--- src/rtl/sig_control_param_if.sv ---
// Signal-head bus between the intersection controller and its environment.
// x is a level request sampled at every rising clock edge; there is no
// handshake, and every other signal is a registered-state decode driven by
// the controller.
interface sig_control_param_if;
  logic       x;
  logic [1:0] hwy;
  logic [1:0] cntry;
  logic [2:0] state_o;
  logic       req_pending;
  logic       forced;

  // Environment side: drives the car sensor and watches lamps and status.
  modport master (
    output x,
    input  hwy, cntry, state_o, req_pending, forced
  );

  // Controller side.
  modport slave (
    input  x,
    output hwy, cntry, state_o, req_pending, forced
  );
endinterface

--- src/rtl/sig_control_param.sv ---
// Highway/country-road intersection controller (Moore FSM).
// Programmable yellow, all-red and green dwell times, latched country
// requests, and a starvation guard that forces country green to end.
module sig_control_param #(
  parameter int Y2R_CYCLES      = 3,
  parameter int R2G_CYCLES      = 2,
  parameter int MIN_HWY_GREEN   = 8,
  parameter int MIN_CNTRY_GREEN = 4,
  parameter int MAX_CNTRY_GREEN = 20,
  parameter int TW              = 5
) (
  input  logic                clock,
  input  logic                clear,
  sig_control_param_if.slave  bus
);

  typedef enum logic [2:0] {
    HG  = 3'd0,
    HY  = 3'd1,
    AR1 = 3'd2,
    CG  = 3'd3,
    CY  = 3'd4,
    AR2 = 3'd5
  } state_t;

  localparam logic [1:0] RED    = 2'd0;
  localparam logic [1:0] YELLOW = 2'd1;
  localparam logic [1:0] GREEN  = 2'd2;

  // Timer values at which the corresponding dwell has been served.
  localparam logic [TW-1:0] TMR_MAX      = {TW{1'b1}};
  localparam logic [TW-1:0] Y2R_LAST     = TW'(Y2R_CYCLES - 1);
  localparam logic [TW-1:0] R2G_LAST     = TW'(R2G_CYCLES - 1);
  localparam logic [TW-1:0] HWY_MIN_LAST = TW'(MIN_HWY_GREEN - 1);
  localparam logic [TW-1:0] CG_MIN_LAST  = TW'(MIN_CNTRY_GREEN - 1);
  localparam logic [TW-1:0] CG_MAX_LAST  = TW'(MAX_CNTRY_GREEN - 1);

  state_t        state_q;
  state_t        state_d;
  logic [TW-1:0] tmr_q;
  logic          req_q;
  logic          forced_q;
  logic          forced_d;

  // Next-state selection; the max-green exit outranks the normal country exit.
  always_comb begin
    state_d  = state_q;
    forced_d = 1'b0;
    case (state_q)
      HG:  if ((bus.x || req_q) && (tmr_q >= HWY_MIN_LAST)) state_d = HY;
      HY:  if (tmr_q == Y2R_LAST) state_d = AR1;
      AR1: if (tmr_q == R2G_LAST) state_d = CG;
      CG: begin
        if (tmr_q == CG_MAX_LAST) begin
          state_d  = CY;
          forced_d = 1'b1;
        end else if (!bus.x && (tmr_q >= CG_MIN_LAST)) begin
          state_d = CY;
        end
      end
      CY:  if (tmr_q == Y2R_LAST) state_d = AR2;
      AR2: if (tmr_q == R2G_LAST) state_d = HG;
      default: state_d = HG;
    endcase
  end

  // State, dwell timer, request latch and forced pulse.
  always_ff @(posedge clock) begin
    if (clear) begin
      state_q  <= HG;
      tmr_q    <= '0;
      req_q    <= 1'b0;
      forced_q <= 1'b0;
    end else begin
      state_q  <= state_d;
      forced_q <= forced_d;
      // Timer restarts on every state change and saturates while a state holds.
      if (state_d != state_q) begin
        tmr_q <= '0;
      end else if (tmr_q != TMR_MAX) begin
        tmr_q <= tmr_q + 1'b1;
      end
      // Entering country green serves the request, even if x is high that edge.
      if ((state_d == CG) && (state_q != CG)) begin
        req_q <= 1'b0;
      end else if (bus.x) begin
        req_q <= 1'b1;
      end
    end
  end

  // Lamp and status decode of the state register; unknown codes show all red.
  always_comb begin
    bus.hwy         = RED;
    bus.cntry       = RED;
    bus.state_o     = state_q;
    bus.req_pending = req_q;
    bus.forced      = forced_q;
    case (state_q)
      HG:      bus.hwy   = GREEN;
      HY:      bus.hwy   = YELLOW;
      CG:      bus.cntry = GREEN;
      CY:      bus.cntry = YELLOW;
      default: ;
    endcase
  end

endmodule

--- src/flat_wrapper.sv ---
// flat-port wrapper written by rule: the top's interface ports become plain ports
module sig_control_param_flat 
#(
  parameter int Y2R_CYCLES      = 3,
  parameter int R2G_CYCLES      = 2,
  parameter int MIN_HWY_GREEN   = 8,
  parameter int MIN_CNTRY_GREEN = 4,
  parameter int MAX_CNTRY_GREEN = 20,
  parameter int TW              = 5
)
  (clock, clear, bus_x, bus_hwy, bus_cntry, bus_state_o, bus_req_pending, bus_forced);
  sig_control_param_if bus_i ();
  input  logic clock;
  input  logic clear;
  input wire logic [$bits(bus_i.x)-1:0] bus_x;
  output wire logic [$bits(bus_i.hwy)-1:0] bus_hwy;
  output wire logic [$bits(bus_i.cntry)-1:0] bus_cntry;
  output wire logic [$bits(bus_i.state_o)-1:0] bus_state_o;
  output wire logic [$bits(bus_i.req_pending)-1:0] bus_req_pending;
  output wire logic [$bits(bus_i.forced)-1:0] bus_forced;
  assign bus_i.x = bus_x;
  assign bus_hwy = bus_i.hwy;
  assign bus_cntry = bus_i.cntry;
  assign bus_state_o = bus_i.state_o;
  assign bus_req_pending = bus_i.req_pending;
  assign bus_forced = bus_i.forced;
  sig_control_param #(.Y2R_CYCLES(Y2R_CYCLES), .R2G_CYCLES(R2G_CYCLES), .MIN_HWY_GREEN(MIN_HWY_GREEN), .MIN_CNTRY_GREEN(MIN_CNTRY_GREEN), .MAX_CNTRY_GREEN(MAX_CNTRY_GREEN), .TW(TW)) u_core (.clock(clock), .clear(clear), .bus(bus_i));
endmodule
--- config.mk ---
export PLATFORM = sky130hd
export DESIGN_NAME = sig_control_param_flat
export DESIGN_NICKNAME = d
export VERILOG_FILES = /design/src/rtl/sig_control_param_if.sv /design/src/rtl/sig_control_param.sv /design/src/flat_wrapper.sv
export SDC_FILE = /design/constraint.sdc
export NUM_CORES = 1
export LEC_CHECK = 0
export CAP_MARGIN = 20
export CORE_AREA = 4 4 41 43
export CTS_CLUSTER_DIAMETER = 200
export DETAILED_ROUTE_END_ITERATION = 8
export DIE_AREA = 0 0 45 47
export GPL_ROUTABILITY_DRIVEN = 0
export PLACE_DENSITY = 0.83
export RECOVER_POWER = 25
export SYNTH_ARGS = -nofsm -noshare
export SYNTH_HDL_FRONTEND = slang
export SYNTH_SLANG_ARGS = --single-unit
--- constraint.sdc ---
create_clock -name clock -period 4.3 [get_ports clock]
set_clock_uncertainty 0.15 [all_clocks]
set_input_delay 0.43 -clock clock [delete_from_list [all_inputs] [get_ports clock]]
set_output_delay 0.43 -clock clock [all_outputs]
set_load 0.02 [all_outputs]
-- After elaboration in Yosys (flattened, before gate mapping)
Index checks and enable logic that the tools add are counted.
- add/subtract/negate cells: 1
- div/mod/pow operators: 0
- muxes and demuxes: 11
- order comparisons: 2
- bitwise operators: 1
- equality and inequality tests: 12
- reduce and logical (&&, ||, !) cells: 9
- $mul: 0
- shift operators: 0
- operators by type and width (cell ; count):
    2-to-1 mux 3 bit ; 7
    one-hot mux 3 bit (6 select lines) ; 1
    equality test 3 x 2 -> 1 bit, second input constant ; 3
    one-hot mux 2 bit (2 select lines) ; 2
    equality test 3 bit, second input constant ; 2
    OR reduction 2 bit ; 3
    adder 5 x 1 -> 5 bit, second input constant ; 1
    equality test 5 x 1 -> 1 bit, second input constant ; 1
    equality test 5 x 2 -> 1 bit, second input constant ; 1
    equality test 5 bit, second input constant ; 1
    greater-or-equal comparator 5 x 2 -> 1 bit, second input constant ; 1
    greater-or-equal comparator 5 x 3 -> 1 bit, second input constant ; 1
    inequality test 5 bit, second input constant ; 1
    equality test 3 x 1 -> 1 bit, second input constant ; 1
    logical AND 1 bit ; 3
    zero test 3 bit ; 1
    inequality test 3 x 2 -> 1 bit, second input constant ; 1
    inequality test 3 bit ; 1
    zero test 1 bit ; 1
    logical OR 1 bit ; 1
    2-to-1 mux 1 bit ; 1
    inverter 1 bit ; 1
- latch bits: 0
- memories: 0
- register bits after elaboration: 10
- output and inout port bits: 9
- word-level logic and storage cells: 40
- RAM bits: 0
- memory bits (read-only): 0

-- Depth between registers and ports, before layout
- depth in word-level cells: 8
- mapped depth: 6

-- Worst setup path after synthesis
OpenSTA, ideal clock, no wires.
- kind: register to register
- start: register u_core.state_q[1] (netlist: u_core.bus.state_o[1])
- end: register u_core.tmr_q[0]
- buffers on the path: 1
- slack: 2330 ps
- cell stages (with the launch flop): 6
- clock period less this slack: 1970 ps
- required time: 4024 ps
- arrival time: 1693 ps
- library setup time: 126 ps
- path through: dfxtp_1 buf_2 nor3_1 o21ai_0 o211ai_2 nor3_1
- longest elaborated chain between the ends: 5
- elaborated cells on any way between the ends: 16
- classes of those cells: eq/ne: 6; mux: 8; reduce/logical: 2
- RTL lines (what ; RTL line ; source):
    start: declaration ; sig_control_param.sv:38 ; state_t state_q;
    start signal: assignment ; sig_control_param.sv:75 ; state_q <= state_d;
    2-to-1 mux 3 bit ; sig_control_param.sv:57 ; end else if (!bus.x && (tmr_q >= CG_MIN_LAST)) begin
    2-to-1 mux 3 bit ; sig_control_param.sv:54 ; if (tmr_q == CG_MAX_LAST) begin
    one-hot mux 3 bit (6 select lines) ; sig_control_param.sv:49 ; case (state_q)
    inequality test 3 bit * ; sig_control_param.sv:78 ; if (state_d != state_q) begin
    OR reduction 2 bit (no line) * ; n/a ;
    end signal: assignment ; sig_control_param.sv:81 ; tmr_q <= tmr_q + 1'b1;
    end: declaration ; sig_control_param.sv:40 ; logic [TW-1:0] tmr_q;
Every way passes the cells marked *; elsewhere a longest branch is shown, timed or not.
A chain may end at the register's enable or synchronous reset.

-- Final worst setup path
- start: register u_core.state_q[0] (netlist: u_core.bus.state_o[0])
- end: output port bus_cntry[1]
- longest elaborated chain between the ends: 2
- elaborated cells on any way between the ends: 3
- classes of those cells: eq/ne: 2; mux: 1
- RTL lines (what ; RTL line ; source):
    equality test 3 bit or equality test 3 x 2 -> 1 bit (tied branches) ; sig_control_param.sv:99 ; case (state_q)
    one-hot mux 2 bit (2 select lines) * ; sig_control_param.sv:99 ;
    end: declaration ; flat_wrapper.sv:17 ; output wire logic [$bits(bus_i.cntry)-1:0] bus_cntry;
Marks and branches as above.

==> results.toml <==
[timing]
finalSetupViolations = 0
hold_viol_final = 0
tns_ns = 0
timing.slew.headroom = 0.493
fin_ws_ns = 1.85
tightest_slew_ns = 0.751
clock.fmax_mhz = 408
hold_slack_ns = 0.380
slew_violations = 0
rsz0062_at_grt = "false"
post-route-period-util = 0.570
layout_min_cycle_time_ns = 2.45

[setup_path]
regToRegEndpoint = "u_core.tmr_q[1]"
path_buf_inv = 1
crit_path_cell_trace = "nor2b_1, and2_0, clkdlybuf4s50_1"
cpMaxStageDelayCell = "clkdlybuf4s50_1"
worstPathMaxFanout = 10
r2r-start = "u_core.tmr_q[0]"
cpPeakStageDelay_ns = 0.61
critical_path_required_ns = 3.72
startpoint_type = "flop"
crit_arrival_ns = 1.87
regToRegSetupSlack_ns = 2.27
cpLargestDelayFamily = "buffers and inverters"
r2r_cells = 5
path_class = "reg2out"
endpoint_kind = "output port"

[cells_and_area]
n_antenna_cell = 0
nets = 94
drive_gt1_frac = 0.153
stdcell_count = 100
final_util = 0.622
syn_to_final_growth_pct = 15.9
multi_input_area_sq_um = 439
num-fill-cells = 130
register_area_sq_um = 200

[synth]
async_reset_ff_frac = 0
synth_area_leaders = "dfxtp_1 29%, ha_1 7.2%, nor3_1 5.0%, nor4b_2 4.3%, o41ai_4 3.9%"
yosysWarnings = 0
synth.distinct_cells = 37
synth-edff-count = 0
yosys_register_bits = 10
synth_top_area_cell = "dfxtp_1"
synth_top_area_share = 0.287
syn_nets = 83
ys.flop_type = "dfxtp_1"
syn_inst = 76
synth_seq_area_share = 0.287
syn_area_sq_um = 698
synth_area_per_cell_sq_um = 9.19

[floorplanning]
rows = 13
initial_core_util = 0.537
num_io_pins = 12
core_area_sq_um = 1300
fp.dieW_um = 45
die_y_um = 47
dieArea_sq_um = 2120

[flow_run]
cap_violations = 0

[clock_tree]
clk_latency_ns = 0.27
cts_hold_buf = 0
clock_path_buffers = 2
clock_sinks = 10
cts.clk_slew.worst_paths_ns = 0.06
post_cts_buffers = 0
cts_resized = 0
htreeDepth = 1
cts-buffers-inserted = 3
cts_tree = "built"
cts_root_buf = "clkbuf_4"

[route]
drt-initial-drc-count = 6
drc_errors = 0
totalWireLength_um = 1440
drt_pass1_iterations = 4
ant_nets = 0
post_drt_wl_per_cell_um = 14.4
via_per_inst = 5.99
vias = 599

[pwr]
power.leakage_nw = 0.332
p_per_area_nw_per_um2 = 242
vdd_drop_max_v = 0.000185

[min_path]
hold_path.class = "reg2reg"
worstHoldStart = "u_core.bus.req_pending"
min_path_cells = 1
holdPathEnd = "u_core.bus.req_pending"

[place]
portBuffers = 11
placedCellCount = 97
pre_cts_ws_ns = 2.15
hpwl_um = 1070

[global_routing]
grt_max_degree = 13
grt_pass1_wl_um = 2370
grtUsageTotal = 0.162
grt-ovfl-total = 0
antenna_found_initial = 0
grt_pass1_vias = 548

[run_status]
outcome = "finished clean"
-- sequential cells by signal, summed over array words and instances, names as in the netlist --
| signal | flops |
|---|---|
| u_core.bus.req_pending | 1 |
| u_core.tmr_q | 5 |
| u_core.bus.forced | 1 |
| u_core.bus.state_o | 3 |
-- how the worst max path moves through the flow --
| stage | from | endpoint | slack [ns] | cells past startpoint |
|---|---|---|---|---|
| 5_1_grt | u_core.bus.state_o[0] | bus_cntry[1] | 1.71 | 3 |
| 4_1_cts | u_core.bus.state_o[0] | bus_cntry[1] | 1.85 | 3 |
| 6_report | u_core.bus.state_o[0] | bus_cntry[1] | 1.85 | 3 |
| 2_1_floorplan | u_core.bus.state_o[1] | u_core.tmr_q[0] | 2.33 | 5 |
| 3_5_place_dp | u_core.bus.state_o[0] | bus_cntry[1] | 2.15 | 3 |
| 3_3_place_gp | u_core.bus.state_o[0] | bus_cntry[1] | 2.24 | 3 |
-- metrics by stage --
| step | total power, W | area [sq um] |
|---|---|---|
| after floorplan | 0.000126 | 698 |
| after global placement | 0.000133 | 793 |
| after detailed placement | 0.000134 | 793 |
| after CTS | 0.000199 | 816 |
| after global routing | 0.000207 | 810 |
| final | 0.000196 | 810 |
-- layout make-up --
class                           count  area share
Clock buffer                        3      0.0278
Inverter                            5      0.0232
Multi-Input combinational cell     56       0.543
Sequential cell                    10       0.247
Tap cell                           15      0.0232
Timing Repair Buffer               11       0.136
-- worst register-to-register path, delay by kind of cell (launching register included) --
family          cells  cell delay, ns
simple gates        3            0.97
fa+ha+maj           1            0.18
compound gates      1            0.17
flops               1            0.44
-- Yosys cell counts (2+ instances only) --
cell      instances
o21ai_0           3
nor2b_1           3
dfxtp_1          10
o211ai_2          2
o211ai_1          3
inv_1             5
xor2_1            2
nor3_1            7
and3_2            2
a21oi_1           3
nor2_1            4
ha_1              4
buf_2             3
nor4b_2           2
-- where the power goes --
part,switching (W),leakage [nW],internal (W)
combinational,0.0000156,0.236,0.0000134
clock,0.0000319,0.0138,0.0000324
sequential,0.00000659,0.0815,0.0000963
-- cell families after synthesis --
kind of cell | count (synthesis) | synth area share
AO/OA/AOI/OAI | 20 | 0.253
XOR/XNOR | 3 | 0.0376
adder cells (fa/ha/maj) | 4 | 0.0717
buffers and inverters | 10 | 0.0753
flip-flops | 10 | 0.287
multiplexers | 1 | 0.0143
AND/OR/NAND/NOR | 28 | 0.262
-- cell usage in the layout, fill, tap and decap left out, types with 4 or more instances in the layout --
cell type / netlist / routed
nor2_1: 4 / 4
clkdlybuf4s50_1: 0 / 10
inv_1: 5 / 5
ha_1: 4 / 4
nor3_1: 7 / 7
dfxtp_1: 10 / 10
-- routing by layer --
| layer | routed length [um] | part of all wire | vias to the layer above | GRT usage |
|---|---|---|---|---|
| li1 | - | - | 295 | - |
| met1 | 652 | 0.45 | 283 | 0.199 |
| met2 | 655 | 0.45 | 16 | 0.223 |
| met3 | 87 | 0.060 | 5 | 0.0498 |
| met4 | 46 | 0.032 | 0 | 0.152 |
| met5 | 0 | 0 | - | 0 |
Note: power is estimated with default switching activity, not from simulation.
